--- src/rtl/uart_rx_pkg.sv ---
// uart_rx_pkg: shared types and helpers for the UART RX frame controller.
// Holds the FSM state encoding, default widths and the sample-edge helper.
package uart_rx_pkg;

  localparam int DATA_W_DFLT     = 8;
  localparam int PRESCALE_W_DFLT = 5;

  typedef enum logic [2:0] {
    IDLE   = 3'd0,
    START  = 3'd1,
    DATA   = 3'd2,
    PARITY = 3'd3,
    STOP   = 3'd4
  } rx_state_e;

  // Edge on which the sampler delivers its voted third sample.
  function automatic int unsigned half_plus2(input int unsigned p);
    return (p >> 1) + 2;
  endfunction

endpackage

--- src/rtl/uart_rx_edge_bit_cnt.sv ---
// uart_rx_edge_bit_cnt: per-bit edge counter (wraps at P-1) and bit counter.
// Ports: clock/reset, clr_i, en_i, bit_clr_i, bit_inc_i, prescale_i -> edge_cnt_o, bit_cnt_o, wrap_o.
module uart_rx_edge_bit_cnt
  import uart_rx_pkg::*;
#(
  parameter int PRESCALE_W = PRESCALE_W_DFLT,
  parameter int BIT_W      = 3
) (
  input  logic                  Sampler_CLK,
  input  logic                  Sampler_RST,
  input  logic                  clr_i,
  input  logic                  en_i,
  input  logic                  bit_clr_i,
  input  logic                  bit_inc_i,
  input  logic [PRESCALE_W-1:0] prescale_i,
  output logic [PRESCALE_W-1:0] edge_cnt_o,
  output logic [BIT_W-1:0]      bit_cnt_o,
  output logic                  wrap_o
);

  logic [PRESCALE_W-1:0] edge_q;
  logic [BIT_W-1:0]      bit_q;

  assign wrap_o = en_i &&
    (edge_q == prescale_i - PRESCALE_W'(1));
  assign edge_cnt_o = edge_q;
  assign bit_cnt_o  = bit_q;

  always_ff @(posedge Sampler_CLK or negedge Sampler_RST) begin
    if (!Sampler_RST) begin
      edge_q <= '0;
      bit_q  <= '0;
    end else if (clr_i) begin
      edge_q <= '0;
      bit_q  <= '0;
    end else if (en_i) begin
      if (wrap_o) begin
        edge_q <= '0;
        if (bit_clr_i) begin
          bit_q <= '0;
        end else if (bit_inc_i) begin
          bit_q <= bit_q + BIT_W'(1);
        end
      end else begin
        edge_q <= edge_q + PRESCALE_W'(1);
      end
    end
  end

endmodule

--- src/rtl/uart_rx_frame_ctrl.sv ---
// uart_rx_frame_ctrl: UART RX frame FSM, LSB-first deserializer, parity/stop check.
// Ports: Sampler_CLK/RST, RX_IN, Prescale, Par_En/Typ, Sample_Bit/Valid in; Edge_Cnt,
// Data_Samp_En, P_Data, Data_Valid, Par_Err, Stp_Err out; Break_Det if UART_RX_BREAK_DET_EN.
module uart_rx_frame_ctrl
  import uart_rx_pkg::*;
#(
  parameter int DATA_W     = DATA_W_DFLT,
  parameter int PRESCALE_W = PRESCALE_W_DFLT
) (
  input  logic                  Sampler_CLK,
  input  logic                  Sampler_RST,
  input  logic                  RX_IN,
  input  logic [PRESCALE_W-1:0] Prescale,
  input  logic                  Par_En,
  input  logic                  Par_Typ,
  input  logic                  Sample_Bit,
  input  logic                  Sample_Valid,
  output logic [PRESCALE_W-1:0] Edge_Cnt,
  output logic                  Data_Samp_En,
  output logic [DATA_W-1:0]     P_Data,
  output logic                  Data_Valid,
  output logic                  Par_Err,
`ifdef UART_RX_BREAK_DET_EN
  output logic                  Stp_Err,
  output logic                  Break_Det
`else
  output logic                  Stp_Err
`endif
);

  localparam int BIT_W = (DATA_W > 1) ? $clog2(DATA_W) : 1;

  rx_state_e             state_q;
  logic [PRESCALE_W-1:0] p_q;
  logic [PRESCALE_W-1:0] p_new;
  logic [PRESCALE_W-1:0] p_cnt;
  logic [PRESCALE_W-1:0] edge_cnt;
  logic [BIT_W-1:0]      bit_cnt;
  logic [DATA_W-1:0]     shift_q;
  logic [DATA_W-1:0]     p_data_q;
  logic par_en_q;
  logic par_typ_q;
  logic err_p_q;
  logic samp_en_q;
  logic dv_q;
  logic pe_q;
  logic se_q;
  logic wrap;
  logic start_det;
  logic samp_hit;
  logic glitch;
  logic stop_hit;
  logic cnt_clr;
  logic cnt_en;
`ifdef UART_RX_BREAK_DET_EN
  logic par_bit_q;
  logic brk_q;
`endif

  always_comb begin
    p_new     = Prescale & ~PRESCALE_W'(1);
    // The detect cycle counts with the fresh prescale; later cycles use the latched one.
    p_cnt     = (state_q == IDLE) ? p_new : p_q;
    start_det = (state_q == IDLE) && !RX_IN;
    samp_hit  = Sample_Valid && (state_q != IDLE) &&
      (edge_cnt == PRESCALE_W'(half_plus2(32'(p_q))));
    glitch    = samp_hit && (state_q == START) && Sample_Bit;
    stop_hit  = samp_hit && (state_q == STOP);
    cnt_clr   = glitch || stop_hit;
    cnt_en    = start_det || (state_q != IDLE);
  end

  uart_rx_edge_bit_cnt #(
    .PRESCALE_W (PRESCALE_W),
    .BIT_W      (BIT_W)
  ) u_cnt (
    .Sampler_CLK (Sampler_CLK),
    .Sampler_RST (Sampler_RST),
    .clr_i       (cnt_clr),
    .en_i        (cnt_en),
    .bit_clr_i   (state_q == START),
    .bit_inc_i   (state_q == DATA),
    .prescale_i  (p_cnt),
    .edge_cnt_o  (edge_cnt),
    .bit_cnt_o   (bit_cnt),
    .wrap_o      (wrap)
  );

  always_ff @(posedge Sampler_CLK or negedge Sampler_RST) begin
    if (!Sampler_RST) begin
      state_q   <= IDLE;
      p_q       <= '0;
      par_en_q  <= 1'b0;
      par_typ_q <= 1'b0;
      shift_q   <= '0;
      p_data_q  <= '0;
      err_p_q   <= 1'b0;
      samp_en_q <= 1'b0;
      dv_q      <= 1'b0;
      pe_q      <= 1'b0;
      se_q      <= 1'b0;
`ifdef UART_RX_BREAK_DET_EN
      par_bit_q <= 1'b0;
      brk_q     <= 1'b0;
`endif
    end else begin
      dv_q <= 1'b0;
      pe_q <= 1'b0;
      se_q <= 1'b0;
`ifdef UART_RX_BREAK_DET_EN
      brk_q <= 1'b0;
`endif
      unique case (state_q)
        IDLE: begin
          if (start_det) begin
            p_q       <= p_new;
            par_en_q  <= Par_En;
            par_typ_q <= Par_Typ;
            shift_q   <= '0;
            err_p_q   <= 1'b0;
            samp_en_q <= 1'b1;
            state_q   <= START;
`ifdef UART_RX_BREAK_DET_EN
            par_bit_q <= 1'b0;
`endif
          end
        end
        START: begin
          if (glitch) begin
            samp_en_q <= 1'b0;
            state_q   <= IDLE;
          end else if (wrap) begin
            state_q <= DATA;
          end
        end
        DATA: begin
          if (samp_hit) begin
            shift_q[bit_cnt] <= Sample_Bit;
          end
          if (wrap && (bit_cnt == BIT_W'(DATA_W - 1))) begin
            state_q <= par_en_q ? PARITY : STOP;
          end
        end
        PARITY: begin
          if (samp_hit) begin
            err_p_q <= Sample_Bit != (^shift_q ^ par_typ_q);
`ifdef UART_RX_BREAK_DET_EN
            par_bit_q <= Sample_Bit;
`endif
          end
          if (wrap) begin
            state_q <= STOP;
          end
        end
        STOP: begin
          // Leave on the sample, not the wrap, to catch a back-to-back start.
          if (stop_hit) begin
            samp_en_q <= 1'b0;
            state_q   <= IDLE;
            se_q      <= ~Sample_Bit;
            pe_q      <= err_p_q;
            dv_q      <= Sample_Bit & ~err_p_q;
            if (Sample_Bit & ~err_p_q) begin
              p_data_q <= shift_q;
            end
`ifdef UART_RX_BREAK_DET_EN
            brk_q <= ~Sample_Bit & ~|shift_q &
              (~par_en_q | ~par_bit_q);
`endif
          end
        end
        default: begin
          samp_en_q <= 1'b0;
          state_q   <= IDLE;
        end
      endcase
    end
  end

  assign Edge_Cnt     = edge_cnt;
  assign Data_Samp_En = samp_en_q;
  assign P_Data       = p_data_q;
  assign Data_Valid   = dv_q;
  assign Par_Err      = pe_q;
  assign Stp_Err      = se_q;
`ifdef UART_RX_BREAK_DET_EN
  assign Break_Det    = brk_q;
`endif

endmodule

--- config.mk ---
export PLATFORM = sky130hd
export DESIGN_NAME = uart_rx_frame_ctrl
export DESIGN_NICKNAME = d
export VERILOG_FILES = /design/src/rtl/uart_rx_pkg.sv /design/src/rtl/uart_rx_edge_bit_cnt.sv /design/src/rtl/uart_rx_frame_ctrl.sv
export SDC_FILE = /design/constraint.sdc
export NUM_CORES = 1
export LEC_CHECK = 0
export BUFFER_PORTS_ARGS = -buffer_cell sky130_fd_sc_hd__clkbuf_2
export CORE_ASPECT_RATIO = 2
export CORE_MARGIN = 2
export CORE_UTILIZATION = 62
export DETAILED_ROUTE_END_ITERATION = 7
export PLACE_DENSITY = 0.85
export SYNTH_ARGS = -nofsm -noshare
export SYNTH_HDL_FRONTEND = slang
export SYNTH_HIERARCHICAL = 1
export SYNTH_SLANG_ARGS = --single-unit
--- constraint.sdc ---
create_clock -name Sampler_CLK -period 8.7 [get_ports Sampler_CLK]
set_clock_uncertainty 0.1 [all_clocks]
set_input_delay 0.87 -clock Sampler_CLK [delete_from_list [all_inputs] [get_ports Sampler_CLK]]
set_output_delay 0.87 -clock Sampler_CLK [all_outputs]
set_load 0.03 [all_outputs]
==> flow_summary.toml, run 1 <==
[grt]
grt_pass1_wl_um = 8760
grtUsageTotal_pct = 27.2
grt_most_used_layer = "met2"
grt_max_degree = 39
antenna_found_initial = 0
grt_use_met1_pct = 29.1
met3_usage_pct = 4.42
grt_pass1_vias = 1988
overflow = 0
grtUsageMet2_pct = 47.6

[detailed_routing]
num_vias = 1906
vias_per_cell = 6.13
first_pass_iters = 4
finalWirelength_um = 4970
drc_errors = 0
avgRoutedWirePerCell_um = 16.0
antenna_left = 0
drt_iter0_markers = 65

[die]
die_x_um = 47.0
core_area_um2 = 3570
die_h_um = 90.0
io_pins = 29
floorplan.rows = 31
initial_core_util_pct = 64.2
die_area_um2 = 4230

[clock_tree]
clk_latency_ns = 0.29
cts.repair.resized = 0
cts_max_level = 2
cts.sinks = 38
cts_buffer_depth = 2
cts-buffers-inserted = 5
cts_setup_buffers = 0
clk_transition_reported_paths_ns = 0.07
cts_root_buf = "clkbuf_8"
cts_tree = "built"
cts_hold_buffers = 0

[timing]
hold_viol_final = 0
slew_viol_final = 0
fin_hold_ws_ns = 0.408
clock.fmax_mhz = 248
fin_setup_tns_ns = 0
rsz0062_at_grt = "false"
setup_viol = 0
fin_crit_ns = 4.02
slew_headroom_pct = 27.5
max_slew.worst_pin.slew_ns = 1.09
fin_ws_ns = 4.68
finalCritPeriodShare_pct = 46.3

[finish]
drive_gt1_share_pct = 25.2
final_core_util_pct = 71.8
nFillCells = 295
nets = 277
regArea_um2 = 951
multiInputGateArea_um2 = 1280
fin_cells = 311
synthToLayoutAreaGrowth_pct = 11.8
antenna_cells = 0

[yosys]
synth_warnings = 6
async_reset_ff_share_pct = 100
synth_simple_gate_area_share_pct = 23.9
synth_fa_ha_area_share_pct = 2.18
synth_ff_type = "dfrtp_1"
syn_area_per_cell_um2 = 9.92
synth_edf_count = 0
synth.ff_latch_count = 38
muxShareOfSynthArea_pct = 6.33
synth_xor_area_share_pct = 7.97
yosysTopAreaCell = "dfrtp_1"
yosysSeqAreaShare_pct = 41.5
yosys-top-cells-area = "dfrtp_1 41%, mux2_2 5.9%, nand2_1 5.1%"
syn_area_um2 = 2290
yosysUniqueCellTypes = 48
synth_top_area_share_pct = 41.5
syn_inst = 231
synth_compound_area_share_pct = 15.0
synth_top_family_by_area = "simple AND/OR/NAND/NOR gates"

[power_and_ir_drop]
power.leakage_nw = 1.19
max-vdd-ir-drop_mv = 0.261
powerDensity_nw_per_um2 = 317

[worst_setup_path]
endpoint_kind = "register"
critPathLaunchType = "register"
crit_fanout = 12
worstPathArrival_ns = 4.09
critPathKind = "register to register"
crit_required_ns = 8.76

[placement]
dp.cells = 303
hpwl_um = 3680
globalplace.congestion = 0.855
dp_slack_ns = 4.75
portBuffers = 27

[job]
drv_cap = 0

[run_status]
status = "finished clean"

[hold_path]
worstHoldPathType = "register to register"
## worst max-delay path: stages, from the launching register on
cell      delay, ns
dfrtp_1        0.48
nor3_2         0.56
mux2_2         0.43
inv_1          0.06
ha_1           0.20
nand2b_1       0.16
a21oi_1        0.09
o31ai_2        0.52
and2_1         0.60
o21ai_0        0.15
a22oi_1        0.21
o22ai_1        0.12
a21oi_1        0.15
o22ai_1        0.08
## synthesized netlist by cell type, drive strengths merged, types with 2 or more instances
cell    count
dfrtp      38
nand2      31
xnor2      13
mux2       12
o21ai      12
nor3       10
inv         9
a31oi       8
and3        8
nor2        8
nand3       7
xor2        7
a21oi       6
nand2b      6
clkbuf      5
nand3b      5
o22ai       5
ha          4
nand4       4
nor4        4
o211ai      3
o311ai      3
buf         2
nor4b       2
o211a       2
or3         2
## final timing paths
path	startpoint	endpoint	slack, ns	cells after the start
max reg2reg	state_q[1]	state_q[0]	4.68	13
min in group asynchronous	Sampler_RST	Par_Err	0.61	1
max	state_q[1]	state_q[0]	4.68	13
min	P_Data[7]	P_Data[7]	0.41	1
min reg2reg	P_Data[7]	P_Data[7]	0.41	1
max in group asynchronous	Sampler_RST	P_Data[2]	7.30	1
## state kept, by name, indices dropped and copies added, names as in the netlist
| register | cells |
|---|---|
| P_Data | 8 |
| shift_q | 8 |
| u_cnt/edge_cnt_o | 5 |
| p_q | 4 |
| state_q | 3 |
| u_cnt/bit_cnt_o | 3 |
| Data_Samp_En | 1 |
| Data_Valid | 1 |
| Par_Err | 1 |
| Stp_Err | 1 |
| err_p_q | 1 |
| par_en_q | 1 |
| par_typ_q | 1 |
## logic make-up (layout without fill, tap and decap cells)
logic type,Yosys count,after routing
other,1,3
DFF,38,38
adders and majority gates,4,4
AOI/OAI and AO/OA,47,47
xor gates and xnor gates,20,20
buffers and inverters,16,45
and+or+nand+nor,92,92
muxes,13,13
## layer usage
layer,share of wire [%],vias to the layer above
li1,-,895
met4,3.1,0
met1,37,935
met3,3.4,21
met5,0,-
met2,57,55
## placed cells by master (no fill, tap or decap), types with 2 or more instances in the layout
master     n
nand2b_1   6
nor4_1     3
and3_1     8
dfrtp_1   38
nor2_1     8
xnor2_1   12
mux2_2    12
ha_1       4
xor2_1     7
o211ai_1   2
o21ai_0   11
nand3b_1   5
inv_1      8
a31oi_1    8
nand3_1    7
clkbuf_2  27
nor3_1     5
or3_1      2
a21oi_1    6
o311ai_2   3
o211a_1    2
nand4_1    4
nor3_2     5
o22ai_1    5
conb_1     3
nor4b_4    2
nand2_1   31
clkbuf_8   6
## layout make-up
| cell class | instances | area share (%) |
|---|---|---|
| repair buffers | 28 | 5.56 |
| well taps | 49 | 2.39 |
| clock inverters | 2 | 0.488 |
| clock buffers | 6 | 3.22 |
| multi-input cells | 179 | 49.9 |
| inverters | 9 | 1.32 |
| flip-flops and latches | 38 | 37.1 |
## where the power goes
part           internal (mW)  switching (mW)  leakage [nW]
Combinational          0.166           0.237         0.652
Clock                 0.0637          0.0617        0.0472
Sequential             0.216          0.0674         0.489
Total                  0.446           0.366          1.19
## through the flow
stage                     power, mW  cell area (um2)
final                         0.812             2560
after global routing          0.870             2560
after CTS                     0.814             2560
after detailed placement      0.686             2470
after global placement        0.671             2470
after floorplan               0.598             2300
Note: power is estimated with default switching activity, not from simulation.
==> run 2: changes to the inputs <==
CORE_UTILIZATION = 52   (was 62)
PLACE_DENSITY = 0.76   (was 0.85)
clock period = 3.58 ns   (was 8.7 ns; I/O delays follow)
==> flow_summary.toml, run 2 (synthesis gave the netlist of run 1 again) <==
[finish]
synthToLayoutAreaGrowth_pct = 14.0
multiInputGateArea_um2 = 1280
antenna_cells = 0
regArea_um2 = 951
nFillCells = 399
final_common_cell = "dfrtp_1"
final_core_util_pct = 60.8
drive_gt1_share_pct = 27.1
nets = 285
final_cell_mix = "38 x dfrtp_1, 31 x nand2_1, 27 x clkbuf_2"

[detailed_routing]
drc_errors = 0
avgRoutedWirePerCell_um = 16.0
antenna_left = 0
finalWirelength_um = 5170
num_vias = 1944
vias_per_cell = 6.02
first_pass_iters = 4
drt_iter0_markers = 34

[clock_tree]
cts_hold_buffers = 0
cts_root_buf = "clkbuf_8"
cts_tree = "built"
cts.repair.resized = 0
cts.sinks = 38
cts_buffer_depth = 2
cts-buffers-inserted = 5
clk_transition_reported_paths_ns = 0.07
cts_max_level = 2
cts_setup_buffers = 0
clk_latency_ns = 0.29

[timing]
slew_viol_final = 0
setup_viol = 0
hold_viol_final = 0
fin_setup_tns_ns = 0
clock.fmax_mhz = 334
slew_headroom_pct = 38.6
finalCritPeriodShare_pct = 83.8
fin_crit_ns = 3.00
max_slew.worst_pin.slew_ns = 0.921
rsz0062_at_grt = "false"

[power_and_ir_drop]
powerDensity_nw_per_um2 = 770
max-vdd-ir-drop_mv = 0.498
power.leakage_nw = 1.23

[die]
io_pins = 29
core_area_um2 = 4300
die_area_um2 = 4990
initial_core_util_pct = 53.3
die_x_um = 50.9
floorplan.rows = 34
die_h_um = 97.9

[worst_setup_path]
endpoint_kind = "register"
critPathKind = "register to register"
worstPathArrival_ns = 3.07
crit_chain = "nor3_2, mux2_2, inv_1, ha_1, nand2b_1, a21oi_1, o31ai_2, and2_1, o21ai_0, a22oi_1, o22ai_1, a21oi_1, o22ai_1"
crit_fanout = 9
critPathLaunchType = "register"
max_stage_delay_ns = 0.48
cpMaxStageDelayCell = "dfrtp_1"
crit_required_ns = 3.65

[placement]
portBuffers = 27
hpwl_um = 3870
globalplace.congestion = 0.785

[hold_path]
worstHoldPathType = "input port to async pin"

[grt]
grt_pass1_wl_um = 8600
grt_pass1_vias = 1895
grtUsageTotal_pct = 22.8
antenna_found_initial = 0
grt_max_degree = 39
overflow = 0

[run_status]
status = "finished clean"

[job]
drv_cap = 0
==> run 2: cell count changes in the layout (fill, tap and decap cells not counted) <==
cell / change
buf_4: +8
clkinv_2: +1
clkbuf_8: -1
clkinvlp_4: -1
==> run 2: worst max-delay path, delay by kind of cell (launching register included) <==
family	cells	cell delay, ns
buffers and inverters	1	0.06
AOI/OAI and AO/OA	7	1.04
adders and majority gates	1	0.20
and+or+nand+nor	3	0.61
DFF	1	0.48
muxes	1	0.38
==> run 2: worst paths after layout <==
check,startpoint,endpoint,cells after the start,slack (ns)
max,state_q[1],state_q[0],13,0.58
min,Sampler_RST,Data_Samp_En,1,0.09
max reg2reg,state_q[1],state_q[0],13,0.58
min reg2reg,P_Data[2],P_Data[2],1,0.41
max in group asynchronous,Sampler_RST,u_cnt/edge_cnt_o[4],1,2.71
min in group Sampler_CLK,Par_Typ,par_typ_q,3,0.17
==> run 2: cell type report <==
class / count / share of cell area, %
multi-input combinational: 179 / 49.0
sequential: 38 / 36.4
timing repair buffer: 36 / 7.75
clock buffer: 5 / 2.63
tap: 54 / 2.58
inverter: 9 / 1.29
clock inverter: 2 / 0.383
==> run 2: metal layers <==
| metal | global-route usage [%] | routed length (um) | vias to the layer above |
|---|---|---|---|
| met4 | 16.8 | 248 | 0 |
| met1 | 22.1 | 1840 | 966 |
| met3 | 2.45 | 166 | 19 |
| met2 | 41.8 | 2910 | 50 |
| met5 | 0 | 0 | - |
| li1 | - | - | 909 |
==> run 2: power breakdown <==
group          switching (mW)  internal [mW]  total [mW]
clock network           0.144          0.131       0.275
logic                   0.595          0.457        1.05
registers               0.160          0.525       0.685
==> run 2: stage by stage <==
| step | worst slack [ns] | area, um2 | power [mW] | hold WS (ns) | instances |
|---|---|---|---|---|---|
| after floorplan | 0.348 | 2300 | 1.45 | -0.0376 | 233 |
| after global placement | 0.711 | 2530 | 1.70 | 0.387 | 316 |
| after detailed placement | 0.626 | 2530 | 1.74 | 0.395 | 316 |
| after CTS | 0.568 | 2610 | 2.03 | 0.123 | 323 |
| after global routing | 0.400 | 2610 | 2.15 | 0.169 | 323 |
| final | 0.582 | 2610 | 2.01 | 0.0898 | 323 |
